File: config.mk
export PLATFORM = sky130hd
export DESIGN_NAME = mem_access_unit
export DESIGN_NICKNAME = d
export VERILOG_FILES = /design/src/rtl/mem_access_unit_pkg.sv /design/src/rtl/mem_access_unit_load_extend.sv /design/src/rtl/mem_access_unit.sv
export SDC_FILE = /design/constraint.sdc
export NUM_CORES = 1
export LEC_CHECK = 0
export CORE_ASPECT_RATIO = 1.75
export CORE_MARGIN = 2
export CORE_UTILIZATION = 45
export CTS_BUF_LIST = sky130_fd_sc_hd__clkbuf_16
export DETAILED_ROUTE_END_ITERATION = 16
export PLACE_DENSITY = 0.89
export SKIP_LAST_GASP = 1
export SYNTH_ARGS = -nofsm -noshare
export SYNTH_HDL_FRONTEND = slang
export SYNTH_SLANG_ARGS = --single-unit
File: constraint.sdc
create_clock -name clk -period 3 [get_ports clk]
set_clock_uncertainty 0.15 [all_clocks]
set_input_delay 0.6 -clock clk [delete_from_list [all_inputs] [get_ports clk]]
set_output_delay 0.6 -clock clk [all_outputs]
set_load 0.02 [all_outputs]
File: src/rtl/mem_access_unit_pkg.sv
// Shared definitions for the M-stage memory access unit: op encodings,
// exception codes, FSM states and small op-decoding helpers.
package mem_access_unit_pkg;

   typedef enum logic [3:0] {
      OP_NONE = 4'd0,
      OP_LB   = 4'd1,
      OP_LBU  = 4'd2,
      OP_LH   = 4'd3,
      OP_LHU  = 4'd4,
      OP_LW   = 4'd5,
      OP_LWU  = 4'd6,
      OP_LD   = 4'd7,
      OP_SB   = 4'd8,
      OP_SH   = 4'd9,
      OP_SW   = 4'd10,
      OP_SD   = 4'd11
   } mem_op_e;

   typedef enum logic [1:0] {
      IDLE = 2'd0,
      BUS  = 2'd1,
      DONE = 2'd2
   } state_e;

   localparam logic [4:0] EXC_ADEL = 5'd4;
   localparam logic [4:0] EXC_ADES = 5'd5;
   localparam logic [4:0] EXC_DBE  = 5'd7;

   // 64-bit-only ops are rejected like OP_NONE on a 32-bit datapath
   function automatic logic op_supported(input mem_op_e op, input logic dw64);
      case (op)
         OP_LB, OP_LBU, OP_LH, OP_LHU, OP_LW,
         OP_SB, OP_SH, OP_SW:          op_supported = 1'b1;
         OP_LWU, OP_LD, OP_SD:         op_supported = dw64;
         default:                      op_supported = 1'b0;
      endcase
   endfunction

   // log2 of the access size in bytes
   function automatic logic [1:0] op_size(input mem_op_e op);
      case (op)
         OP_LH, OP_LHU, OP_SH:         op_size = 2'd1;
         OP_LW, OP_LWU, OP_SW:         op_size = 2'd2;
         OP_LD, OP_SD:                 op_size = 2'd3;
         default:                      op_size = 2'd0;
      endcase
   endfunction

   function automatic logic op_is_store(input mem_op_e op);
      op_is_store = (op == OP_SB) || (op == OP_SH) || (op == OP_SW) || (op == OP_SD);
   endfunction

   function automatic logic op_is_signed(input mem_op_e op);
      op_is_signed = (op == OP_LB) || (op == OP_LH) || (op == OP_LW);
   endfunction

endpackage

File: src/rtl/mem_access_unit_load_extend.sv
// Selects the addressed lane of a bus read word and sign- or zero-extends
// it to the full datapath width.
module load_extend #(
   parameter int DW = 32
) (
   input  logic [DW-1:0]            rdata,
   input  logic [$clog2(DW/8)-1:0]  lane,
   input  logic [1:0]               size,
   input  logic                     is_signed,
   output logic [DW-1:0]            ext_data
);

   logic [DW-1:0] shifted;
   logic [DW-1:0] mask;
   logic          sign;

   always_comb begin
      shifted = rdata >> {lane, 3'b000};
      mask    = '1;
      sign    = 1'b0;
      case (size)
         2'd0: begin
            mask = DW'(8'hFF);
            sign = shifted[7];
         end
         2'd1: begin
            mask = DW'(16'hFFFF);
            sign = shifted[15];
         end
         2'd2: begin
            mask = DW'(32'hFFFF_FFFF);
            sign = shifted[31];
         end
         default: ;
      endcase
      ext_data = (shifted & mask) | ((is_signed && sign) ? ~mask : '0);
   end

endmodule

File: src/rtl/mem_access_unit.sv
// M-stage load/store unit: checks alignment, runs one bus transaction per
// request with a timeout, and returns an extended load result or exception.
module mem_access_unit
   import mem_access_unit_pkg::*;
#(
   parameter int DW      = 32,
   parameter int AW      = 32,
   parameter int TIMEOUT = 16
) (
   input  logic              clk,
   input  logic              reset,
   input  logic              req_valid,
   input  logic [3:0]        req_op,
   input  logic [AW-1:0]     req_addr,
   input  logic [DW-1:0]     req_wdata,
   input  logic              req_kill,
   output logic              stall,
   output logic              rsp_valid,
   output logic [DW-1:0]     rsp_rdata,
   output logic              exc_valid,
   output logic [4:0]        exc_code,
   output logic              bus_req,
   output logic              bus_we,
   output logic [AW-1:0]     bus_addr,
   output logic [DW/8-1:0]   bus_be,
   output logic [DW-1:0]     bus_wdata,
   input  logic              bus_ack,
   input  logic              bus_err,
   input  logic [DW-1:0]     bus_rdata
);

   localparam int   BEW    = DW / 8;
   localparam int   LANE_W = $clog2(BEW);
   localparam int   CW     = $clog2(TIMEOUT + 1);
   localparam logic IS_DW64 = (DW == 64);

   state_e            state_q, state_d;
   logic [CW-1:0]     cnt_q, cnt_d;
   mem_op_e           op_q, op_d;
   logic              bus_we_q, bus_we_d;
   logic [AW-1:0]     bus_addr_q, bus_addr_d;
   logic [BEW-1:0]    bus_be_q, bus_be_d;
   logic [DW-1:0]     bus_wdata_q, bus_wdata_d;
   logic              rsp_valid_q, rsp_valid_d;
   logic [DW-1:0]     rsp_rdata_q, rsp_rdata_d;
   logic              exc_valid_q, exc_valid_d;
   logic [4:0]        exc_code_q, exc_code_d;

   mem_op_e           req_op_e;
   logic              accept;
   logic [1:0]        req_size;
   logic              req_store;
   logic              misaligned;
   logic [LANE_W-1:0] req_lane;
   logic [BEW-1:0]    be_new;
   logic [DW-1:0]     wdata_new;
   logic [DW-1:0]     load_data;

   assign req_op_e  = mem_op_e'(req_op);
   assign req_size  = op_size(req_op_e);
   assign req_store = op_is_store(req_op_e);
   assign req_lane  = req_addr[LANE_W-1:0];
   assign accept    = (state_q == IDLE) && req_valid && !req_kill
                      && op_supported(req_op_e, IS_DW64);

   // Byte enables and lane-replicated store data for the incoming request
   always_comb begin
      misaligned = 1'b0;
      be_new     = '1;
      wdata_new  = req_wdata;
      case (req_size)
         2'd0: begin
            be_new    = BEW'(1) << req_lane;
            wdata_new = {(DW/8){req_wdata[7:0]}};
         end
         2'd1: begin
            misaligned = req_addr[0];
            be_new     = BEW'(3) << req_lane;
            wdata_new  = {(DW/16){req_wdata[15:0]}};
         end
         2'd2: begin
            misaligned = |req_addr[1:0];
            be_new     = BEW'(15) << req_lane;
            wdata_new  = {(DW/32){req_wdata[31:0]}};
         end
         default: begin
            misaligned = |req_addr[2:0];
         end
      endcase
   end

   load_extend #(
      .DW(DW)
   ) u_load_extend (
      .rdata     (bus_rdata),
      .lane      (bus_addr_q[LANE_W-1:0]),
      .size      (op_size(op_q)),
      .is_signed (op_is_signed(op_q)),
      .ext_data  (load_data)
   );

   always_comb begin
      state_d     = state_q;
      cnt_d       = cnt_q;
      op_d        = op_q;
      bus_we_d    = bus_we_q;
      bus_addr_d  = bus_addr_q;
      bus_be_d    = bus_be_q;
      bus_wdata_d = bus_wdata_q;
      rsp_valid_d = 1'b0;
      rsp_rdata_d = rsp_rdata_q;
      exc_valid_d = 1'b0;
      exc_code_d  = exc_code_q;
      case (state_q)
         IDLE: begin
            if (accept) begin
               if (misaligned) begin
                  state_d     = DONE;
                  exc_valid_d = 1'b1;
                  exc_code_d  = req_store ? EXC_ADES : EXC_ADEL;
               end else begin
                  state_d     = BUS;
                  cnt_d       = '0;
                  op_d        = req_op_e;
                  bus_we_d    = req_store;
                  bus_addr_d  = req_addr;
                  bus_be_d    = be_new;
                  bus_wdata_d = wdata_new;
               end
            end
         end
         BUS: begin
            // An error wins over a simultaneous ack
            if (bus_err) begin
               state_d     = DONE;
               exc_valid_d = 1'b1;
               exc_code_d  = EXC_DBE;
            end else if (bus_ack) begin
               state_d = DONE;
               if (!bus_we_q) begin
                  rsp_valid_d = 1'b1;
                  rsp_rdata_d = load_data;
               end
            end else if (cnt_q == CW'(TIMEOUT - 1)) begin
               state_d     = DONE;
               exc_valid_d = 1'b1;
               exc_code_d  = EXC_DBE;
            end else if (cnt_q != CW'(TIMEOUT)) begin
               cnt_d = cnt_q + CW'(1);
            end
         end
         DONE: begin
            state_d = IDLE;
         end
         default: begin
            state_d = IDLE;
         end
      endcase
   end

   always_ff @(posedge clk or negedge reset) begin
      if (!reset) begin
         state_q     <= IDLE;
         cnt_q       <= '0;
         op_q        <= OP_NONE;
         bus_we_q    <= 1'b0;
         bus_addr_q  <= '0;
         bus_be_q    <= '0;
         bus_wdata_q <= '0;
         rsp_valid_q <= 1'b0;
         rsp_rdata_q <= '0;
         exc_valid_q <= 1'b0;
         exc_code_q  <= '0;
      end else begin
         state_q     <= state_d;
         cnt_q       <= cnt_d;
         op_q        <= op_d;
         bus_we_q    <= bus_we_d;
         bus_addr_q  <= bus_addr_d;
         bus_be_q    <= bus_be_d;
         bus_wdata_q <= bus_wdata_d;
         rsp_valid_q <= rsp_valid_d;
         rsp_rdata_q <= rsp_rdata_d;
         exc_valid_q <= exc_valid_d;
         exc_code_q  <= exc_code_d;
      end
   end

   // Gated by reset so stall is low while reset is held
   assign stall     = reset && ((state_q == BUS) || accept);
   assign bus_req   = (state_q == BUS);
   assign bus_we    = bus_we_q;
   assign bus_addr  = bus_addr_q;
   assign bus_be    = bus_be_q;
   assign bus_wdata = bus_wdata_q;
   assign rsp_valid = rsp_valid_q;
   assign rsp_rdata = rsp_rdata_q;
   assign exc_valid = exc_valid_q;
   assign exc_code  = exc_code_q;

endmodule

# After elaboration in Yosys (flattened, before gate mapping)
# Memories as Yosys holds them, arrays and structs flattened.
# Index checks and enable logic that the tools add are counted.
# Widths: inputs -> output; s select.
[totals]
romBits = 80
regBits = 119
out_inout_bits = 110
input_bits = 106
word_cells = 108
n_memories = 3
[op_classes]
n_addsub = 1
eq_ne = 24
n_shift = 4
n_reduce_logical = 23
muxes = 36
n_bitwise = 6
[mem_list]
columns = ["memory", "words", "width", "read_ports", "rd_clocked_by_memory_dff", "write_ports", "line", "source"]
rows = [
  ["(no name shown)", 16, 2, 1, 0, 0, "mem_access_unit_pkg.sv:42", "case (op)"],
  ["(no name shown)", 16, 2, 1, 0, 0, "mem_access_unit_pkg.sv:42", ""],
  ["(no name shown)", 16, 1, 1, 0, 0, "mem_access_unit_pkg.sv:32", "case (op)"],
]
[ops]
columns = ["cell", "n"]
rows = [
  ["$pmux 32 s2", 2],
  ["$mux 5", 11],
  ["$and 32x32->32", 1],
  ["$mux 32", 1],
  ["$not 32->32", 1],
  ["$or 32x32->32", 1],
  ["$shr 32x5->32", 1],
  ["$pmux 5 s2", 2],
  ["$eq 4x4->1 const B", 4],
  ["$ne 2x2->1 const B", 6],
  ["$pmux 4 s3", 1],
  ["$mux 1", 10],
  ["$mux 2", 5],
  ["$reduce_and 7->1", 1],
  ["$eq 2x1->1 const B", 3],
  ["$logic_not 2->1", 3],
  ["$logic_or 1x1->1", 6],
  ["$pmux 1 s3", 2],
  ["$add 5x1->5 const B", 1],
  ["$eq 5x4->1 const B", 1],
  ["$logic_and 1x1->1", 5],
  ["$ne 5x5->1 const B", 1],
  ["$reduce_and 5->1", 1],
  ["$eq 2x2->1 const B", 2],
  ["20 further kinds", 22],
]

# Longest topological paths before layout
[logic_depth]
depth_word = 8
mapped_depth = 12
ltp_nobuf = 10

# Cells and area by module
# Synthesis repeated with hierarchy kept, for this count alone.
[hier_totals]
hier_cells = 499
area_unflattened_um2 = 6242.2
[modules_own_cells]
columns = ["module", "cells_per_inst", "seq_area_each_um2", "area_each_um2", "n_inst"]
rows = [
  ["mem_access_unit", 385, 2927.8, 5330.1, 1],
  ["load_extend", 114, 0.0, 912.1, 1],
]

# Least setup slack after synthesis
# Ideal clock, no wire load.
[synth_path]
path_type = "input to register"
start = "input port req_op[0]"
end = "register bus_wdata_q[22], in the netlist bus_wdata[22]"
setup_slack_ps = 78
arrival_ps = 2639
path_buffers = 2
stages = 10
setup_ps = 133
path_cell_list = "inv_1 > ha_1 > o21ai_0 > inv_1 > ha_1 > clkbuf_1 > nor2_1 > buf_2 > mux2i_1 > o21ai_0"
[synth_via]
elab_chain_len = 5
word_cells_on_any_way = 10
classes_between = "eq/ne: 2; mux: 2; bitwise: 1; reduce/logical: 3; memory: 2"
[synth_rtl]
columns = ["element", "line", "source"]
rows = [
  ["from (decl)", "mem_access_unit.sv:13", "input logic [3:0] req_op,"],
  ["$mem_v2 16x2", "--", ""],
  ["$eq 2x2->1 (tied with other cells)", "mem_access_unit.sv:71", "case (req_size)"],
  ["$pmux 1 s3", "mem_access_unit.sv:71", ""],
  ["$not 1->1 (no line)", "--", ""],
  ["$reduce_and 3->1 (no line)", "--", ""],
  ["to (signal assigned)", "mem_access_unit.sv:181", "bus_wdata_q <= bus_wdata_d;"],
  ["to (decl)", "mem_access_unit.sv:43", "logic [DW-1:0] bus_wdata_q, bus_wdata_d;"],
]
# Parallel ways exist; a longest one is shown, timed or not.
# A chain may end at the register's enable or synchronous reset.

# Final worst setup path
[layout_path]
start = "input port req_op[3]"
end = "register bus_addr_q[11], in the netlist bus_addr[11]"
[layout_via]
elab_chain_len = 5
word_cells_on_any_way = 9
classes_between = "eq/ne: 2; mux: 1; bitwise: 1; reduce/logical: 3; memory: 2"
[layout_rtl]
columns = ["element", "line", "source"]
rows = [
  ["$mem_v2 16x2", "--", ""],
  ["$eq 2x2->1 (tied with other cells)", "mem_access_unit.sv:71", ""],
  ["$pmux 1 s3", "mem_access_unit.sv:71", ""],
  ["$not 1->1 (no line)", "--", ""],
  ["$reduce_and 3->1 (no line) *", "--", ""],
  ["to (signal assigned)", "mem_access_unit.sv:179", "bus_addr_q <= bus_addr_d;"],
  ["to (decl)", "mem_access_unit.sv:41", "logic [AW-1:0] bus_addr_q, bus_addr_d;"],
]
# Every way passes the cells marked *; elsewhere a longest branch is shown, timed or not.

==> metrics <==
vias in the first global route=5452; endpoints failing hold=0; Num Clock Sinks=117; Reg2Reg Setup Slack=580 ps; Synth area leader=dfrtp_1; Distinct cells, synth=49; post-synthesis register bit count=117; max-slew violations=0; Data arrival, critical path=3000 ps; Worst R2R Path Depth=7; TritonCTS buffer count=17; Yosys top cell area share=0.5158; mapped cell area=5677 µm²; max_cap viols=0; crit-path cells=dlygate4sd2_1, buf_4, mux2i_1, o22a_1, inv_1, ha_1, a21o_1, a21oi_2, o211ai_1, buf_4, buf_4, buf_6, mux2_2; root buffer cell=clkbuf_16; syn_area_per_cell=10.42 µm²; Clock Latency Late Sink=410 ps; Area contributors post-synth=dfrtp_1 (52%), mux2_2 (7.5%), mux2i_1 (4.9%), a21oi_1 (4.7%), o21ai_0 (4.6%); All-Layer GR Usage=0.2603; final design instance area without fill=8750 µm²; Die Ht=152.6 µm; Final Cycle Share=0.9568; final core utilization=0.7077; Setup Viol. Count Final=0; layout cell share with drive strength beyond 1=0.1474; gpl congestion=0.9698; worst setup path class=in -> reg; pin count of the biggest net entering global routing=61; most common cell in the netlist=dfrtp_1; initial antenna violation count=1; Tmin final=2870 ps; Max Freq=348.4 MHz; Data required, critical path=3130 ps; reg2reg start=op_q[0]$_DFFE_PN0P_; Nets=903; unrepaired setup endpoints after global routing=false; WL final=17.35 mm; most frequent cells after synthesis=dfrtp_1 (117), nand2_1 (68), a21oi_1 (53), o21ai_0 (52), mux2_2 (38); # IOs=216; overflow left after global routing=0; Die Width=88.90 µm; Hold Path Class=in -> async; htree depth=4; maximum vdd drop=535.0 µV; Via Count=5167; CP endpoint kind=flop; Crit path max-delay family=buffers and inverters; Post-route DRC=0; post-synthesis sequential area ratio=0.5158; Synth Flop Type=dfrtp_1; CORE AREA=12360 µm²; Vias/cell=5.366; Synth Instances=545; CP bufs+invs=6; max incr delay on CP=320 ps; Crit Path Max Fanout=15; Die ar.=13560 µm²; cell mode on critical path=buf_4; area delta synth->final=54.13%; ANT nets after route=0; leakage power=3.879 nW; initial drt markers=233; Placed Area=8120 µm²; clock buffer depth=2; CTS tree=yes; Pre-antenna DRT Iters=5; DR WL/cell=18.01 µm; CTS clk-pin slew, worst paths=60 ps; Synthesis Warnings=0; worst flop-to-flop path endpoint=rsp_rdata[23]$_DFFE_PN0P_; run status=completed; ys async rst share=1.000; Starting Density=0.4591; Power Dens Cells=914.4 nW/µm²; Worst slew margin=0.4939; Startpoint Class=input port; first-pass GRT wire length=26.87 mm; placed wire-length estimate=13.19 mm; port bufs=213; num rows=54; CP max stage cell=dlygate4sd2_1; # fillers=916; Worst Max-Slew Pin Slew=759.1 ps; Post-synth EDFFs=0
-- cells by family (layout without fill, tap and decap cells) --
| family | count (synthesis) | after routing | share of synthesized area |
|---|---|---|---|
| other | 1 | 3 | 0.0006606 |
| DFF | 117 | 117 | 0.5158 |
| AOI/OAI and AO/OA | 152 | 152 | 0.1598 |
| xor gates and xnor gates | 2 | 2 | 0.003086 |
| and+or+nand+nor | 139 | 139 | 0.1135 |
| adders and majority gates | 15 | 15 | 0.03306 |
| muxes | 71 | 71 | 0.1347 |
| buffers and inverters | 48 | 296 | 0.03945 |
-- final cells by class --
cell class	count	area [µm²]	area share
antenna	1	2.502	0.0002860
timing repair buffer	250	2417	0.2763
clock buffer	17	425.4	0.04862
tap	168	210.2	0.02402
sequential	117	2928	0.3346
multi-input combinational	381	2549	0.2913
clock inverter	14	161.4	0.01845
inverter	15	56.30	0.006435
-- repair_timing --
action | in CTS | in global routing
pin swaps | 3 | 0
endpoints found under the setup margin | 56 | 31
buffers inserted | 2 | 0
hold endpoints to repair | 0 | 0
gates cloned | 1 | 0
hold buffers | 0 | 0
resized for setup | 13 | 3
-- placed cells by master (no fill, tap or decap), drive strengths merged, types with 3 or more instances in the layout --
cell type | Yosys | final
clkdlybuf4s50 | 0 | 207
dfrtp | 117 | 117
nand2 | 68 | 68
a21oi | 53 | 53
o21ai | 53 | 53
mux2 | 43 | 43
buf | 13 | 39
nor2 | 30 | 30
mux2i | 28 | 28
clkbuf | 20 | 17
inv | 15 | 16
ha | 15 | 15
nor2b | 13 | 13
o22a | 9 | 9
a22oi | 8 | 8
a22o | 8 | 8
a211oi | 7 | 7
clkinv | 0 | 6
nand2b | 5 | 5
and2 | 4 | 4
clkinvlp | 0 | 4
nand3b | 3 | 3
nand3 | 3 | 3
bufinv | 0 | 3
dlygate4sd2 | 0 | 3
-- layer usage --
layer / track usage / up-vias / routed length (µm)
li1: - / 2382 / -
met1: 0.2461 / 2510 / 5821
met2: 0.4801 / 216 / 9786
met3: 0.06717 / 59 / 963
met4: 0.1472 / 0 / 773
met5: 0 / - / 0
-- flip-flops by register name (all words and copies together), names as in the netlist --
register   flops
bus_be         4
exc_valid      1
cnt_q          5
bus_we         1
rsp_rdata     32
rsp_valid      1
exc_code       3
op_q           4
bus_wdata     32
bus_addr      32
state_q        2
-- per-stage QoR --
step                      TNS [ps]  hold slack, ps  worst slack (ps)  power (W)  cells
final                            0           206.0             129.6   0.008001    963
after global routing             0           240.5             57.34   0.008423    963
after CTS                        0           201.6             115.0   0.008064    962
after detailed placement    -38850           312.3            -627.8   0.006002    928
after global placement      -31940           308.1            -572.6   0.005858    928
after floorplan                  0           154.4             78.11   0.004248    546
-- power by group --
group          leakage [nW]  internal, W  switching, W
registers              1.43      0.00218      0.000396
clock network         0.278      0.00129      0.000714
logic                  2.17      0.00168       0.00175
-- how the worst max path moves through the flow --
| stage | endpoint | depth (start not counted) | start |
|---|---|---|---|
| detailed placement | bus_addr[11]$_DFFE_PN0P_ | 12 | req_op[0] |
| finish | bus_addr[11]$_DFFE_PN0P_ | 13 | req_op[3] |
| global route | bus_wdata[26]$_DFFE_PN0P_ | 15 | req_op[0] |
| floorplan | bus_wdata[22]$_DFFE_PN0P_ | 10 | req_op[0] |
| CTS | bus_addr[11]$_DFFE_PN0P_ | 12 | req_op[2] |
| global placement | stall | 8 | req_op[0] |
No activity file was read; power rests on OpenSTA's default activity.
